$ cat src/rtl/sd_crc16_lanes_if.sv
// Bus bundle for the multi-lane SD CRC16 engine: control/data inputs and CRC/status outputs.
// Names carry the direction as seen from the engine (i_ into it, o_ out of it).
interface sd_crc16_lanes_if #(
  parameter int LANES = 4
);
  logic                   i_clr;
  logic                   i_enable;
  logic [LANES-1:0]       i_bitval;
  logic                   i_start_tx;
  logic                   i_start_chk;
  logic [16*LANES-1:0]    o_crc;
  logic                   o_busy;
  logic [LANES-1:0]       o_ser_out;
  logic                   o_ser_valid;
  logic                   o_tx_done;
  logic                   o_chk_done;
  logic [LANES-1:0]       o_crc_ok;
  logic [1:0]             o_dbg_state;

  // Handshake: i_enable qualifies i_bitval for one bit per cycle while the engine is idle;
  // starts are single-cycle pulses honoured only while o_busy is low, never queued.
  modport master (
    output i_clr, i_enable, i_bitval, i_start_tx, i_start_chk,
    input  o_crc, o_busy, o_ser_out, o_ser_valid, o_tx_done, o_chk_done, o_crc_ok, o_dbg_state
  );

  modport slave (
    input  i_clr, i_enable, i_bitval, i_start_tx, i_start_chk,
    output o_crc, o_busy, o_ser_out, o_ser_valid, o_tx_done, o_chk_done, o_crc_ok, o_dbg_state
  );
endinterface

$ cat src/rtl/sd_crc16_lanes.sv
// Per-lane CRC16 engine for SD DAT lines: accumulates data bits, then serially shifts the CRC
// out (TX) or compares it against an incoming serial CRC (CHK). All lanes share one FSM.
module sd_crc16_lanes #(
  parameter int          LANES = 4,
  parameter logic [15:0] POLY  = 16'h1021,
  parameter logic [15:0] INIT  = 16'h0000
) (
  input  logic           i_clk,
  input  logic           i_rst_n,
  sd_crc16_lanes_if.slave bus
);

  typedef enum logic [1:0] {
    S_IDLE = 2'd0,
    S_TX   = 2'd1,
    S_CHK  = 2'd2
  } state_t;

  state_t           r_state;
  logic [3:0]       r_cnt;
  logic [15:0]      r_crc [LANES];
  logic [LANES-1:0] r_mismatch;
  logic [LANES-1:0] r_crc_ok;
  logic             r_tx_done;
  logic             r_chk_done;

  logic [15:0]      w_crc_acc [LANES];
  logic [15:0]      w_crc_shl [LANES];
  logic [LANES-1:0] w_msb;
  logic [LANES-1:0] w_miss;
  logic             w_last;

  genvar g;
  generate
    for (g = 0; g < LANES; g++) begin : g_lane
      assign w_msb[g]     = r_crc[g][15];
      assign w_crc_shl[g] = {r_crc[g][14:0], 1'b0};
      assign w_crc_acc[g] = w_crc_shl[g] ^ ((bus.i_bitval[g] ^ r_crc[g][15]) ? POLY : 16'h0000);
      assign bus.o_crc[16*g +: 16] = r_crc[g];
    end
  endgenerate

  // In CHK the incoming bit is compared with the MSB about to be shifted out.
  assign w_miss = bus.i_bitval ^ w_msb;
  assign w_last = (r_cnt == 4'd15);

  always_ff @(posedge i_clk or negedge i_rst_n) begin
    if (!i_rst_n) begin
      r_state    <= S_IDLE;
      r_cnt      <= 4'd0;
      r_mismatch <= '0;
      r_crc_ok   <= '0;
      r_tx_done  <= 1'b0;
      r_chk_done <= 1'b0;
      for (int i = 0; i < LANES; i++) r_crc[i] <= INIT;
    end else if (bus.i_clr) begin
      r_state    <= S_IDLE;
      r_cnt      <= 4'd0;
      r_mismatch <= '0;
      r_crc_ok   <= '0;
      r_tx_done  <= 1'b0;
      r_chk_done <= 1'b0;
      for (int i = 0; i < LANES; i++) r_crc[i] <= INIT;
    end else begin
      r_tx_done  <= 1'b0;
      r_chk_done <= 1'b0;
      case (r_state)
        S_IDLE: begin
          if (bus.i_start_tx) begin
            r_state <= S_TX;
            r_cnt   <= 4'd0;
          end else if (bus.i_start_chk) begin
            r_state    <= S_CHK;
            r_cnt      <= 4'd0;
            r_crc_ok   <= '0;
            r_mismatch <= '0;
          end else if (bus.i_enable) begin
            for (int i = 0; i < LANES; i++) r_crc[i] <= w_crc_acc[i];
          end
        end
        S_TX: begin
          r_cnt <= r_cnt + 4'd1;
          if (w_last) begin
            r_state   <= S_IDLE;
            r_tx_done <= 1'b1;
            for (int i = 0; i < LANES; i++) r_crc[i] <= INIT;
          end else begin
            for (int i = 0; i < LANES; i++) r_crc[i] <= w_crc_shl[i];
          end
        end
        S_CHK: begin
          r_cnt      <= r_cnt + 4'd1;
          r_mismatch <= r_mismatch | w_miss;
          if (w_last) begin
            r_state    <= S_IDLE;
            r_chk_done <= 1'b1;
            r_crc_ok   <= ~(r_mismatch | w_miss);
            for (int i = 0; i < LANES; i++) r_crc[i] <= INIT;
          end else begin
            for (int i = 0; i < LANES; i++) r_crc[i] <= w_crc_shl[i];
          end
        end
        default: begin
          r_state <= S_IDLE;
          r_cnt   <= 4'd0;
        end
      endcase
    end
  end

  assign bus.o_busy      = (r_state != S_IDLE);
  assign bus.o_ser_valid = (r_state == S_TX);
  assign bus.o_ser_out   = (r_state == S_TX) ? w_msb : '0;
  assign bus.o_tx_done   = r_tx_done;
  assign bus.o_chk_done  = r_chk_done;
  assign bus.o_crc_ok    = r_crc_ok;
  assign bus.o_dbg_state = r_state;

endmodule

$ cat src/flat_wrapper.sv
// flat-port wrapper written by rule: the top's interface ports become plain ports
module sd_crc16_lanes_flat 
#(
  parameter int          LANES = 4,
  parameter logic [15:0] POLY  = 16'h1021,
  parameter logic [15:0] INIT  = 16'h0000
)
  (i_clk, i_rst_n, bus_i_clr, bus_i_enable, bus_i_bitval, bus_i_start_tx, bus_i_start_chk, bus_o_crc, bus_o_busy, bus_o_ser_out, bus_o_ser_valid, bus_o_tx_done, bus_o_chk_done, bus_o_crc_ok, bus_o_dbg_state);
  sd_crc16_lanes_if #(.LANES(LANES)) bus_i ();
  input  logic i_clk;
  input  logic i_rst_n;
  input wire logic [$bits(bus_i.i_clr)-1:0] bus_i_clr;
  input wire logic [$bits(bus_i.i_enable)-1:0] bus_i_enable;
  input wire logic [$bits(bus_i.i_bitval)-1:0] bus_i_bitval;
  input wire logic [$bits(bus_i.i_start_tx)-1:0] bus_i_start_tx;
  input wire logic [$bits(bus_i.i_start_chk)-1:0] bus_i_start_chk;
  output wire logic [$bits(bus_i.o_crc)-1:0] bus_o_crc;
  output wire logic [$bits(bus_i.o_busy)-1:0] bus_o_busy;
  output wire logic [$bits(bus_i.o_ser_out)-1:0] bus_o_ser_out;
  output wire logic [$bits(bus_i.o_ser_valid)-1:0] bus_o_ser_valid;
  output wire logic [$bits(bus_i.o_tx_done)-1:0] bus_o_tx_done;
  output wire logic [$bits(bus_i.o_chk_done)-1:0] bus_o_chk_done;
  output wire logic [$bits(bus_i.o_crc_ok)-1:0] bus_o_crc_ok;
  output wire logic [$bits(bus_i.o_dbg_state)-1:0] bus_o_dbg_state;
  assign bus_i.i_clr = bus_i_clr;
  assign bus_i.i_enable = bus_i_enable;
  assign bus_i.i_bitval = bus_i_bitval;
  assign bus_i.i_start_tx = bus_i_start_tx;
  assign bus_i.i_start_chk = bus_i_start_chk;
  assign bus_o_crc = bus_i.o_crc;
  assign bus_o_busy = bus_i.o_busy;
  assign bus_o_ser_out = bus_i.o_ser_out;
  assign bus_o_ser_valid = bus_i.o_ser_valid;
  assign bus_o_tx_done = bus_i.o_tx_done;
  assign bus_o_chk_done = bus_i.o_chk_done;
  assign bus_o_crc_ok = bus_i.o_crc_ok;
  assign bus_o_dbg_state = bus_i.o_dbg_state;
  sd_crc16_lanes #(.LANES(LANES), .POLY(POLY), .INIT(INIT)) u_core (.i_clk(i_clk), .i_rst_n(i_rst_n), .bus(bus_i));
endmodule
$ cat config.mk
export PLATFORM = sky130hd
export DESIGN_NAME = sd_crc16_lanes_flat
export DESIGN_NICKNAME = d
export VERILOG_FILES = /design/src/rtl/sd_crc16_lanes_if.sv /design/src/rtl/sd_crc16_lanes.sv /design/src/flat_wrapper.sv
export SDC_FILE = /design/constraint.sdc
export NUM_CORES = 1
export LEC_CHECK = 0
export ABC_AREA = 1
export CAP_MARGIN = 20
export CORE_ASPECT_RATIO = 1.4
export CORE_MARGIN = 1
export CORE_UTILIZATION = 50
export DETAILED_ROUTE_END_ITERATION = 8
export PLACE_DENSITY = 0.81
export SLEW_MARGIN = 30
export SYNTH_ARGS = -nofsm -noshare
export SYNTH_HDL_FRONTEND = slang
export SYNTH_SLANG_ARGS = --single-unit
$ cat constraint.sdc
create_clock -name i_clk -period 1.9 [get_ports i_clk]
set_clock_uncertainty 0.15 [all_clocks]
set_input_delay 0.19 -clock i_clk [delete_from_list [all_inputs] [get_ports i_clk]]
set_output_delay 0.19 -clock i_clk [all_outputs]
set_load 0.05 [all_outputs]
==> results of run 1 <==
registers in the layout, summed over array words and instances, names as in the netlist:
| register | count |
|---|---|
| u_core.bus.o_dbg_state | 2 |
| u_core.r_mismatch | 4 |
| u_core.r_cnt | 4 |
| u_core.bus.o_crc | 64 |
| u_core.bus.o_chk_done | 1 |
| u_core.bus.o_tx_done | 1 |
| u_core.bus.o_crc_ok | 4 |
how the worst max path moves through the flow:
stage          slack, ns                 startpoint                   end
2_1_floorplan     0.0009  u_core.bus.o_dbg_state[0]  u_core.bus.o_crc[48]
3_3_place_gp        0.07                  bus_i_clr  u_core.bus.o_crc[49]
3_5_place_dp       0.005                  bus_i_clr   u_core.bus.o_crc[7]
4_1_cts           0.0008  u_core.bus.o_dbg_state[1]   u_core.bus.o_crc[7]
5_1_grt            -0.04  u_core.bus.o_dbg_state[1]  u_core.bus.o_crc[33]
6_report            0.02  u_core.bus.o_dbg_state[1]   u_core.bus.o_crc[7]
power by group through the flow:
stage	combinational [uW]	sequential (uW)	clock, uW
floorplan	710	2410	0
global placement	1650	2000	0
detailed placement	1690	2000	0
CTS	1660	1970	1290
global route	2120	1990	1360
finish	2000	1980	1280
timing repair:
action                                 4_1_cts  5_1_grt
gates resized for setup                     23       50
pin swaps                                    0       14
hold buffers                                 1        0
gates cloned                                 0        7
setup buffers                                0        3
endpoints found under the hold margin       32        0
setup endpoints to repair                   24       94
logic make-up (layout without fill, tap and decap cells):
group / after synthesis / after routing / synth area share, %
flops: 80 / 80 / 54.4
buf+inv: 61 / 171 / 8.20
simple gates: 271 / 271 / 31.3
compound gates: 27 / 27 / 3.98
fa+ha+maj: 6 / 6 / 2.04
cell usage in the layout, fill, tap and decap left out, drive strengths merged:
master and n:
nand4 8, dlygate4sd2 21, o21ai 22, buf 48, dfrtp 80, nor2 9, bufinv 1, clkbuf 18
clkdlybuf4s50 13, ha 6, dlygate4sd3 1, nor3 3, a21oi 5, nand2 181, clkinv 2, nand3 70
inv 41, dlymetal6s2s 26
final cells by class:
type | instances | area, um2
sequential | 80 | 2000
clock buffer | 13 | 159
fill | 512 | 1780
timing repair buffer | 114 | 1290
multi-input combinational | 304 | 1480
inverter | 41 | 159
tap | 95 | 119
clock inverter | 3 | 40.0
worst max-delay path, stage by stage (launching register included):
cell     delay (ns)
dfrtp_2        0.42
inv_4          0.07
ha_4           0.29
inv_4          0.05
nand2_4        0.06
nand2_4        0.06
nor3_4         0.23
buf_6          0.18
buf_12         0.14
nand3_1        0.08
nand2_1        0.08
metrics by stage:
stage	area, um2	hold slack (ns)	setup WS (ns)	setup TNS, ns
final	5250	0.175	0.0242	0
after CTS	4890	0.185	0.000821	0
after global routing	5250	0.217	-0.0425	-1.02
after floorplan	3680	-0.256	0.000874	0
after global placement	4700	0.0234	0.0716	0
after detailed placement	4700	0.0191	0.00534	0
layer usage:
| layer | track usage (%) | part of all wire [%] | up-vias |
|---|---|---|---|
| met5 | 0 | 0 | - |
| li1 | - | - | 1625 |
| met1 | 31.8 | 39 | 1692 |
| met2 | 43.2 | 53 | 129 |
| met3 | 4.36 | 5.7 | 17 |
| met4 | 10.3 | 1.8 | 0 |
==> summary.txt, run 1 <==
CTS tree - done
Syn Area/Cell - 8.26 um2
Worst R2R Path Depth - 10
Crit Path Max Fanout - 8
commonest cells in the netlist - nand2_1, dfrtp_1, nand3_1, inv_1, o21ai_0
area delta synth->final - 42.6%
CORE AREA - 0.00703 mm2
Pwr Density - 1000 mW/mm2
via count - 3463
post-synthesis sequential area ratio - 54.4%
Initial Util - 52.3%
critical path arrival - 2.01 ns
CP Launch Type - flop
first-pass iteration count of the detailed router - 5
Clock Path Buffers - 2
PnR Total Power - 5260 uW
IO Port Bufs - 87
crit share post-route - 98.7%
fmax - 0.533 GHz
Max-cap violations - 0
DRT antenna net count - 0
Comb power frac - 38.1%
DR iter-0 viols - 184
synth top area cells - dfrtp_1, nand2_1, nand3_1, inv_1, o21ai_0
sequential fraction of design power - 37.7%
Syn Std Cell Area - 0.00368 mm2
clk sinks - 80
final hold vios - 0
RR Endpoint - u_core.bus.o_crc[7]
Worst Setup End Kind - flop
cell internal pwr - 3230 uW
status - finished, final reports clean
reg-to-reg slack, setup - 0.02 ns
clock slew at reported path FFs - 0.08 ns
Die ar. - 0.00771 mm2
Placer Congestion - 0.893
Syn Nets - 461
minimum clock period - 1.88 ns
placed cells - 623
most used flip-flop cell after synthesis - dfrtp_1
Worst Tran Pin Value - 0.508 ns
final wirelength - 10500 um
Crit Path Class - reg -> reg
Vias/cell - 5.33
Sw Pwr - 2020 uW
largest net degree at the start of global routing - 59
Crit Reg-Reg Startpoint - u_core.bus.o_dbg_state[1]
Nets - 566
Leakage - 0.00329 uW
Synth area leader - dfrtp_1
Req. time, crit path - 2.04 ns
Final Slew Violations - 0
Switching Fraction - 38.5%
global-route wire length before repair - 14700 um
relative slew slack - 66.1%
post-DR wirelength/cell - 16.1 um
initial antenna violation count - 0
ys async rst share - 100%
clock share of power - 24.3%
Synth top area share - 54.4%
DPL Wire Length - 6280 um
count leader, synth - nand2_1
DRC viols - 0
I/O pins - 88
Netlist cell types - 21
vias in the first global route - 3184
H-tree depth - 3
row cnt - 36
Die W - 74.5 um
worst-skew pair later-pin latency - 0.35 ns
flops & latches, synth - 80
Ant. Diodes - 0
Peak supply drop - 740 uV
cts bufs inserted - 9
synthesized instance count - 445
EDFF count, synth - 0
utilization after layout - 74.6%
Hold WC Path Type - in -> async
GRT Util Overall - 25.4%
non-filler instance count after layout - 650
grt ovf - 0
Final setup viols - 0
chip height - 103 um
number of synthesis warnings - 0
share of cells above drive strength 1 - 17.5%
CTS root buf - clkbuf_8
(Power assumes the default switching activity.)
==> run 2, diff against run 1 <==
--- a/config.mk
+++ b/config.mk
@@ -9,9 +9,9 @@
 export CAP_MARGIN = 20
 export CORE_ASPECT_RATIO = 1.4
 export CORE_MARGIN = 1
-export CORE_UTILIZATION = 50
+export CORE_UTILIZATION = 40
 export DETAILED_ROUTE_END_ITERATION = 8
-export PLACE_DENSITY = 0.81
+export PLACE_DENSITY = 0.74
 export SLEW_MARGIN = 30
 export SYNTH_ARGS = -nofsm -noshare
 export SYNTH_HDL_FRONTEND = slang
==> summary.txt, run 2 (synthesized netlist as in run 1, its figures left out) <==
area delta synth->final - 46.5%
Comb power frac - 34.3%
Initial Util - 41.0%
Final Slew Violations - 0
minimum clock period - 1.88 ns
crit share post-route - 99.0%
final hold vios - 0
relative slew slack - 64.9%
Die ar. - 0.00959 mm2
I/O pins - 88
DR iter-0 viols - 261
Peak supply drop - 867 uV
cts bufs inserted - 9
CP peak stage delay - 0.82 ns
Worst Setup End Kind - output pin
global-route wire length before repair - 14700 um
Hold WC Path Type - in -> async
DPL Wire Length - 6100 um
max FFs per register - 64
H-tree depth - 3
Ant. Diodes - 0
Clock Path Buffers - 2
Vias/cell - 5.10
Crit Path Class - reg -> out
Placer Congestion - 0.799
first-pass iteration count of the detailed router - 5
Nets - 567
largest net degree at the start of global routing - 48
DRT antenna net count - 0
Final setup viols - 0
CP max-delay cell - clkdlybuf4s50_1
share of cells above drive strength 1 - 15.3%
cell internal pwr - 3810 uW
Worst Path Buf+Inv - 1
Crit Path Max Fanout - 3
row cnt - 41
clock share of power - 31.8%
Pwr Density - 1080 mW/mm2
Max-cap violations - 0
sequential fraction of design power - 33.9%
Leakage - 0.00324 uW
fmax - 0.532 GHz
non-filler instance count after layout - 662
via count - 3375
Sw Pwr - 2030 uW
CTS root buf - clkbuf_16
worst-skew pair later-pin latency - 0.33 ns
final wirelength - 10000 um
CP Launch Type - flop
Switching Fraction - 34.7%
Worst Tran Pin Value - 0.525 ns
IO Port Bufs - 87
commonest non-fill, non-tap cell in the layout - nand2_1
placed cells - 635
worst hold slack - 0.0638 ns
status - finished, final reports clean
DRC viols - 0
initial antenna violation count - 0
CORE AREA - 0.00898 mm2
clock slew at reported path FFs - 0.06 ns
critical path's top delay family - buffers and inverters
vias in the first global route - 3035
Die W - 83.0 um
chip height - 115 um
clk sinks - 80
Req. time, crit path - 1.56 ns
CTS tree - done
GRT Util Overall - 19.4%
sequence of cells on the critical path - clkdlybuf4s50_1
grt ovf - 0
post-DR wirelength/cell - 15.1 um
critical path arrival - 1.54 ns
most frequent cells in the layout - nand2_1, dfrtp_1, nand3_1
## run 2: metrics by stage
step                      utilization (%)  worst slack [ns]  TNS (ns)  cell area (um2)  power (uW)
final                                60.0            0.0196         0             5390        5840
after global routing                 60.0           -0.0480    -0.631             5390        6090
after CTS                            56.3          0.000217         0             5060        5540
after detailed placement             52.7            0.0230         0             4730        3660
after global placement               52.7            0.0928         0             4730        3640
after floorplan                         -          0.000874         0             3680        3120
## run 2: layout make-up
cell class                      count  area [um2]
Clock buffer                       12         256
Clock inverter                      3        65.1
Fill cell                         737        3590
Inverter                           41         159
Multi-Input combinational cell    304        1420
Sequential cell                    80        2000
Tap cell                          107         134
Timing Repair Buffer              115        1350
## run 2: layer usage
metal / wire length, um / global-route usage, % / vias to the layer above
met5: 0 / 0 / -
met4: 233 / 6.67 / 0
met3: 521 / 5.06 / 17
met2: 5100 / 33.2 / 97
met1: 4160 / 23.9 / 1636
li1: - / - / 1625
## run 2: power groups by stage
stage / registers [uW] / logic (uW) / clock network, uW
floorplan: 2410 / 710 / 0
global placement: 2000 / 1640 / 0
detailed placement: 2000 / 1660 / 0
CTS: 1970 / 1660 / 1900
global route: 1990 / 2120 / 1970
finish: 1980 / 2000 / 1860
## run 2: final timing paths
check	depth (start not counted)	to	from	slack (ns)
max in group asynchronous	3	u_core.bus.o_crc[13]	i_rst_n	0.99
worst max-delay path	1	bus_o_crc[26]	u_core.bus.o_crc[26]	0.02
worst min register to register	2	u_core.bus.o_crc_ok[0]	u_core.bus.o_crc_ok[0]	0.33
min in group i_clk	2	u_core.bus.o_crc_ok[0]	u_core.bus.o_crc_ok[0]	0.33
worst min-delay path	2	u_core.r_cnt[0]	i_rst_n	0.06
worst max register to register	10	u_core.bus.o_crc[31]	u_core.bus.o_dbg_state[1]	0.04
## run 2: timing repair
action                                  CTS  global route
hold buffers                              1             0
gates cloned                              0             8
buffers inserted                          0             3
endpoints found under the setup margin    3            90
pin swaps                                 0             4
gates resized for setup                   3            39
hold endpoints to repair                 80             0
